<file path="src/rtl/stm32_audio_tx_pkg.sv">
// Shared types and the ADC-to-link sample conversion for the STM32 audio link.
package stm32_link_pkg;

  localparam int unsigned LINK_SAMPLE_W = 12;

  typedef enum logic [1:0] {
    IDLE,
    SETUP,
    STROBE,
    HOLD
  } tx_state_t;

  // Mono mix (L+R)/2, keep the top 12 bits, flip the MSB into offset binary.
  // Bit 31 of the halved sum is bit 32 of the raw sum, so no shift is needed.
  function automatic logic [LINK_SAMPLE_W-1:0] to_link_sample(input logic [31:0] l,
                                                             input logic [31:0] r);
    logic [32:0] sum;
    sum = {l[31], l} + {r[31], r};
    return {~sum[32], sum[31:21]};
  endfunction

endpackage

</file>
<file path="src/rtl/stm32_audio_tx_if.sv">
// Parallel FPGA-to-STM32 sample bus: 12-bit data, WR strobe, asynchronous ACK.
interface stm32_audio_tx_if;
  import stm32_link_pkg::*;

  logic [LINK_SAMPLE_W-1:0] AUDIO_OUT;
  logic                     AUDIO_OUT_WR;
  logic                     AUDIO_OUT_ACK;

  modport master (output AUDIO_OUT, output AUDIO_OUT_WR, input AUDIO_OUT_ACK);
  modport slave  (input AUDIO_OUT, input AUDIO_OUT_WR, output AUDIO_OUT_ACK);
endinterface

</file>
<file path="src/rtl/stm32_audio_tx_fifo.sv">
// Synchronous FIFO with flush; a push into a full FIFO succeeds only alongside a pop.
module audio_sample_fifo #(
  parameter int unsigned DEPTH = 16,
  parameter int unsigned WIDTH = 12
) (
  input  logic                       i_clk,
  input  logic                       i_rst_n,
  input  logic                       i_push,
  input  logic                       i_pop,
  input  logic                       i_flush,
  input  logic [WIDTH-1:0]           i_data,
  output logic [WIDTH-1:0]           o_data,
  output logic                       o_full,
  output logic                       o_empty,
  output logic [$clog2(DEPTH):0]     o_level
);
  localparam int unsigned AW = $clog2(DEPTH);
  localparam int unsigned LW = AW + 1;

  logic [WIDTH-1:0] r_mem [DEPTH];
  logic [AW-1:0]    r_wr_ptr;
  logic [AW-1:0]    r_rd_ptr;
  logic [LW-1:0]    r_level;
  logic             w_do_push;
  logic             w_do_pop;

  assign o_full    = (r_level == LW'(DEPTH));
  assign o_empty   = (r_level == '0);
  assign o_level   = r_level;
  assign o_data    = r_mem[r_rd_ptr];
  assign w_do_pop  = i_pop & ~o_empty;
  assign w_do_push = i_push & (~o_full | w_do_pop);

  always_ff @(posedge i_clk) begin
    if (!i_rst_n || i_flush) begin
      r_wr_ptr <= '0;
      r_rd_ptr <= '0;
      r_level  <= '0;
    end else begin
      if (w_do_push) r_wr_ptr <= r_wr_ptr + AW'(1);
      if (w_do_pop)  r_rd_ptr <= r_rd_ptr + AW'(1);
      case ({w_do_push, w_do_pop})
        2'b10:   r_level <= r_level + LW'(1);
        2'b01:   r_level <= r_level - LW'(1);
        default: r_level <= r_level;
      endcase
    end
  end

  always_ff @(posedge i_clk) begin
    if (i_rst_n && !i_flush && w_do_push) r_mem[r_wr_ptr] <= i_data;
  end

endmodule

</file>
<file path="src/rtl/stm32_audio_tx.sv">
// FPGA-to-STM32 audio transmitter: mono mix, FIFO, four-phase WR/ACK handshake.
// Optional STROBE ACK timeout enabled by `define STM32_TX_TIMEOUT_EN.
module stm32_audio_tx
  import stm32_link_pkg::*;
#(
  parameter int unsigned FIFO_DEPTH   = 16,
  parameter int unsigned SETUP_CYCLES = 2,
  parameter int unsigned ACK_TIMEOUT  = 1023
) (
  input  logic                        CLOCK_50,
  input  logic                        reset_n,
  input  logic                        audio_in_available,
  input  logic [31:0]                 left_channel_audio_in,
  input  logic [31:0]                 right_channel_audio_in,
  output logic                        read_audio_in,
  input  logic                        tx_enable,
  stm32_audio_tx_if.master            link,
  output logic [$clog2(FIFO_DEPTH):0] fifo_level,
  output logic                        overflow,
  output logic                        timeout
);
  tx_state_t                r_state;
  tx_state_t                w_state_nxt;
  logic [LINK_SAMPLE_W-1:0] w_sample;
  logic [LINK_SAMPLE_W-1:0] w_fifo_data;
  logic [LINK_SAMPLE_W-1:0] r_audio_out;
  logic                     w_push;
  logic                     w_pop;
  logic                     w_flush;
  logic                     w_full;
  logic                     w_empty;
  logic                     r_ack_meta;
  logic                     r_ack_s;
  logic                     r_tx_en_d;
  logic                     w_tx_rise;
  logic                     r_overflow;
  logic [3:0]               r_setup_cnt;
  logic                     w_tmo_exp;

  assign read_audio_in  = audio_in_available;
  assign w_push         = audio_in_available & tx_enable;
  assign w_sample       = to_link_sample(left_channel_audio_in, right_channel_audio_in);
  assign w_tx_rise      = tx_enable & ~r_tx_en_d;
  assign link.AUDIO_OUT = r_audio_out;
  assign overflow       = r_overflow;

  audio_sample_fifo #(
    .DEPTH (FIFO_DEPTH),
    .WIDTH (LINK_SAMPLE_W)
  ) u_fifo (
    .i_clk   (CLOCK_50),
    .i_rst_n (reset_n),
    .i_push  (w_push),
    .i_pop   (w_pop),
    .i_flush (w_flush),
    .i_data  (w_sample),
    .o_data  (w_fifo_data),
    .o_full  (w_full),
    .o_empty (w_empty),
    .o_level (fifo_level)
  );

  always_ff @(posedge CLOCK_50) begin
    if (!reset_n) begin
      r_ack_meta <= 1'b0;
      r_ack_s    <= 1'b0;
      r_tx_en_d  <= 1'b0;
      r_overflow <= 1'b0;
    end else begin
      r_ack_meta <= link.AUDIO_OUT_ACK;
      r_ack_s    <= r_ack_meta;
      r_tx_en_d  <= tx_enable;
      r_overflow <= (r_overflow & ~w_tx_rise) | (w_push & w_full & ~w_pop);
    end
  end

  always_ff @(posedge CLOCK_50) begin
    if (!reset_n) begin
      r_audio_out <= '0;
    end else if (w_pop) begin
      r_audio_out <= w_fifo_data;
    end
  end

  always_ff @(posedge CLOCK_50) begin
    if (!reset_n || r_state != SETUP) begin
      r_setup_cnt <= '0;
    end else begin
      r_setup_cnt <= r_setup_cnt + 4'd1;
    end
  end

`ifdef STM32_TX_TIMEOUT_EN
  localparam int unsigned TW = $clog2(ACK_TIMEOUT + 1);

  logic [TW-1:0] r_tmo_cnt;
  logic          r_timeout;

  assign w_tmo_exp = (r_tmo_cnt == TW'(ACK_TIMEOUT - 1));
  assign timeout   = r_timeout;

  always_ff @(posedge CLOCK_50) begin
    if (!reset_n) begin
      r_tmo_cnt <= '0;
      r_timeout <= 1'b0;
    end else begin
      r_tmo_cnt <= (r_state == STROBE) ? r_tmo_cnt + TW'(1) : '0;
      r_timeout <= (r_timeout & ~w_tx_rise) |
                   ((r_state == STROBE) & ~r_ack_s & w_tmo_exp);
    end
  end
`else
  assign w_tmo_exp = 1'b0;
  assign timeout   = 1'b0;
`endif

  always_ff @(posedge CLOCK_50) begin
    if (!reset_n) begin
      r_state <= IDLE;
    end else begin
      r_state <= w_state_nxt;
    end
  end

  always_comb begin
    w_state_nxt = r_state;
    unique case (r_state)
      IDLE:    if (tx_enable && !w_empty) w_state_nxt = SETUP;
      SETUP:   if (r_setup_cnt == 4'(SETUP_CYCLES - 1)) w_state_nxt = STROBE;
      STROBE:  if (r_ack_s) w_state_nxt = HOLD;
               else if (w_tmo_exp) w_state_nxt = IDLE;
      HOLD:    if (!r_ack_s) w_state_nxt = IDLE;
      default: w_state_nxt = IDLE;
    endcase
  end

  // Flush is deferred to IDLE so a tx_enable drop never truncates a handshake.
  always_comb begin
    w_pop             = 1'b0;
    w_flush           = 1'b0;
    link.AUDIO_OUT_WR = 1'b0;
    unique case (r_state)
      IDLE: begin
        w_pop   = tx_enable & ~w_empty;
        w_flush = ~tx_enable;
      end
      STROBE:  link.AUDIO_OUT_WR = 1'b1;
      default: ;
    endcase
  end

endmodule

</file>
<file path="src/flat_wrapper.sv">
// flat-port wrapper written by rule: the top's interface ports become plain ports
module stm32_audio_tx_flat import stm32_link_pkg::*;
#(
  parameter int unsigned FIFO_DEPTH   = 16,
  parameter int unsigned SETUP_CYCLES = 2,
  parameter int unsigned ACK_TIMEOUT  = 1023
)
  (CLOCK_50, reset_n, audio_in_available, left_channel_audio_in, right_channel_audio_in, read_audio_in, tx_enable, fifo_level, overflow, timeout, link_AUDIO_OUT, link_AUDIO_OUT_WR, link_AUDIO_OUT_ACK);
  stm32_audio_tx_if link_i ();
  input  logic CLOCK_50;
  input  logic reset_n;
  input  logic audio_in_available;
  input  logic [31:0] left_channel_audio_in;
  input  logic [31:0] right_channel_audio_in;
  output logic read_audio_in;
  input  logic tx_enable;
  output logic [$clog2(FIFO_DEPTH):0] fifo_level;
  output logic overflow;
  output logic timeout;
  output wire logic [$bits(link_i.AUDIO_OUT)-1:0] link_AUDIO_OUT;
  output wire logic [$bits(link_i.AUDIO_OUT_WR)-1:0] link_AUDIO_OUT_WR;
  input wire logic [$bits(link_i.AUDIO_OUT_ACK)-1:0] link_AUDIO_OUT_ACK;
  assign link_AUDIO_OUT = link_i.AUDIO_OUT;
  assign link_AUDIO_OUT_WR = link_i.AUDIO_OUT_WR;
  assign link_i.AUDIO_OUT_ACK = link_AUDIO_OUT_ACK;
  stm32_audio_tx #(.FIFO_DEPTH(FIFO_DEPTH), .SETUP_CYCLES(SETUP_CYCLES), .ACK_TIMEOUT(ACK_TIMEOUT)) u_core (.CLOCK_50(CLOCK_50), .reset_n(reset_n), .audio_in_available(audio_in_available), .left_channel_audio_in(left_channel_audio_in), .right_channel_audio_in(right_channel_audio_in), .read_audio_in(read_audio_in), .tx_enable(tx_enable), .link(link_i), .fifo_level(fifo_level), .overflow(overflow), .timeout(timeout));
endmodule
</file>
<file path="config.mk">
export PLATFORM = sky130hd
export DESIGN_NAME = stm32_audio_tx_flat
export DESIGN_NICKNAME = d
export VERILOG_FILES = /design/src/rtl/stm32_audio_tx_pkg.sv /design/src/rtl/stm32_audio_tx_if.sv /design/src/rtl/stm32_audio_tx_fifo.sv /design/src/rtl/stm32_audio_tx.sv /design/src/flat_wrapper.sv
export SDC_FILE = /design/constraint.sdc
export NUM_CORES = 1
export LEC_CHECK = 0
export CORE_UTILIZATION = 52
export CTS_CLUSTER_SIZE = 30
export DETAILED_ROUTE_END_ITERATION = 10
export PLACE_DENSITY = 0.76
export SYNTH_ARGS = -nofsm -noshare
export SYNTH_HDL_FRONTEND = slang
export SYNTH_SLANG_ARGS = --single-unit
</file>
<file path="constraint.sdc">
create_clock -name CLOCK_50 -period 2.9 [get_ports CLOCK_50]
set_clock_uncertainty 0.1 [all_clocks]
set_input_delay 0.725 -clock CLOCK_50 [delete_from_list [all_inputs] [get_ports CLOCK_50]]
set_output_delay 0.725 -clock CLOCK_50 [all_outputs]
set_load 0.005 [all_outputs]
</file>
==> metrics <==
CTS clk-pin slew, worst paths ~0.060 ns; crit-path max FO 16; Sink Count around 230; setup TNS -3.15 ns; Starting Density 0.530; Mapped Cells 613; Finished Cell Area roughly 0.013 mm2; number of buffers created by CTS 22; Unique masters post-synth 53; cell taking the most area after synthesis edfxtp_1; total power a little over 8 mW; global route overflow 0; xor/xnor share of the synthesized area 0.0203; failing checks negative setup slack; DR vias approximately 6200; compound-cell area share of the yosys netlist 0.0552; Startpoint Class input port; Worst Hold Class reg2reg; Routed Antenna Nets 0; fin util 0.698; Worst setup EP type register; Final Setup Violations 71; nets 912; Worst Max-Slew Pin Slew approximately 0.85 ns; Synth area leaders edfxtp_1, mux4_2, dfxtp_1; WHS 0.337 ns; Lkg Pwr ~4.5 nW; EDFF count, synth 192; Slew Viols, Final 0; H-tree depth 1; RSZ-0062 raised after global routing true; initial antenna violation count 0; post-synthesis simple-gate area fraction 0.0584; width of the die 140 um; commonest cells in the netlist edfxtp_1, mux4_2, nor2_1, nand2_1, ha_1; drt total wl roughly 24000 um; Mapped Area about 0.0099 mm2; Port Buffers a little under 90; Ant. Diodes 0; outcome finished with violations; CTS Buffer Depth 3; Synth top area share 0.581; period utilization 1.03; core outline area about 0.019 mm2; post-DR vias/cell about 6; Placer Congestion slightly below 0.9; GRT Total Usage 0.246; CTS tree built; dpl hpwl 14200 um; 1st-iter DRT viols slightly below 400; flops & latches, synth around 230; CTS Hold Bufs 0; Root Buffer clkbuf_16; Final Hold Fails 0; Peak VDD IR approximately 0.32 mV; P&R area growth vs syn 31.6%; share of post-route cells with drive strength above 1 0.292; Die Area slightly below 0.02 mm2; DRC Markers 0; Post-synth ARST share 0; main combinational cell family by area after synthesis multiplexers; first-pass GRT wire length ~36000 um; Seq/Total Area, Yosys 0.652; Post-synth top flop edfxtp_1; syn avg cell area about 16 um2; Core Rows 50; post-synthesis mux area share 0.138; syn_nets around 730; count leader, synth edfxtp_1; number of global-route vias before repair between 6000 and 7000; crit path time final 2.99 ns; DP Area about 0.012 mm2; WS Path Type in2reg; max-capacitance violation count 0; routed length per instance approximately 23 um; first-pass iteration count of the detailed router 4; fill count around 1100; critical path required time approximately 3 ns; Synth Area in Adders 0.0568; die span in y roughly 140 um; Worst-Skew Late Latency about 0.50 ns; CP Data Arrival Time approximately 3.1 ns; Ys Warns 0; Worst slew margin 0.430; final worst slack -0.0881 ns; Max Freq 0.335 GHz; Power Density between 600 and 700 mW/mm2; I/O pin count 90; pin count of the biggest net entering global routing 52
-- timing repair --
item,in CTS,in global routing
gates cloned,2,0
buffers inserted,11,7
gates resized for setup,50,22
setup endpoints to repair,160,176
pin swaps,30,20
-- through the flow --
stage	worst slack, ns	cells
detailed placement	-0.940	989
floorplan	-0.0111	613
global route	-0.179	1047
finish	-0.0881	1047
CTS	-0.0397	1041
global placement	-0.780	989
-- cell type report --
type                    count  area, um2  share of cell area
flip-flops and latches    227       6470               0.496
multi-input cells         346       3660               0.280
repair buffers            183       1810               0.139
clock buffers              24        579              0.0444
well taps                 234        293              0.0224
clock inverters            15        173              0.0132
inverters                  18       67.6             0.00517
-- final timing paths --
kind                                               from                                    end  slack (ns)  cells past startpoint
hold reg to reg            u_core.r_ack_meta$_SDFF_PN0_              u_core.r_ack_s$_SDFF_PN0_        0.34                      1
setup / recovery             right_channel_audio_in[21]   u_core.u_fifo.r_mem[5][10]$_DFFE_PP_       -0.09                     12
setup reg to reg  u_core.u_fifo.o_level[0]$_SDFFE_PP0P_  u_core.u_fifo.o_level[4]$_SDFFE_PP0P_        0.23                      9
hold / removal             u_core.r_ack_meta$_SDFF_PN0_              u_core.r_ack_s$_SDFF_PN0_        0.34                      1
-- registers in the layout, indices dropped and copies added, names as in the netlist --
name / count
u_core.link.AUDIO_OUT: 12
u_core.overflow: 1
u_core.r_ack_meta: 1
u_core.r_ack_s: 1
u_core.r_setup_cnt: 4
u_core.r_state: 2
u_core.r_tx_en_d: 1
u_core.u_fifo.o_level: 5
u_core.u_fifo.r_mem: 192
u_core.u_fifo.r_rd_ptr: 4
u_core.u_fifo.r_wr_ptr: 4
-- logic make-up after synthesis --
kind of cell,count (synthesis)
compound gates,83
xor+xnor,23
fa+ha+maj,45
buf+inv,41
flops,227
mux,62
other cells,1
simple gates,131
-- report_power, final --
group	internal [mW]	switching, mW
registers	3.74	0.0429
logic	0.699	0.709
clock network	1.79	1.17
total	6.23	1.92
-- critical path: stages --
cell,delay [ns]
clkdlybuf4s50_1,0.40
ha_1,0.33
nand3_1,0.10
nor3_2,0.23
nand2_2,0.09
o211ai_4,0.25
buf_6,0.14
a21oi_4,0.05
o41ai_2,0.35
buf_4,0.22
xor2_4,0.08
buf_12,0.16
-- cell usage in the layout, fill, tap and decap left out, types with 8 or more instances in the layout --
master / count
a21oi_1: 29
buf_12: 16
buf_4: 76
clkbuf_16: 23
clkdlybuf4s50_1: 62
dfxtp_1: 33
dlygate4sd2_1: 20
edfxtp_1: 192
ha_1: 35
ha_4: 10
inv_1: 17
mux4_2: 60
nand2_1: 45
nand3_1: 12
nand4_1: 8
nor2_1: 48
o21ai_0: 11
xnor2_1: 9
-- routing by layer --
layer	up-vias	GRT usage	wire, um
met2	294	0.434	12500
met1	3061	0.306	8910
met5	-	0	0
met4	0	0.0868	540
li1	2771	-	-
met3	45	0.0407	1680
Note: power is estimated with default switching activity, not from simulation.
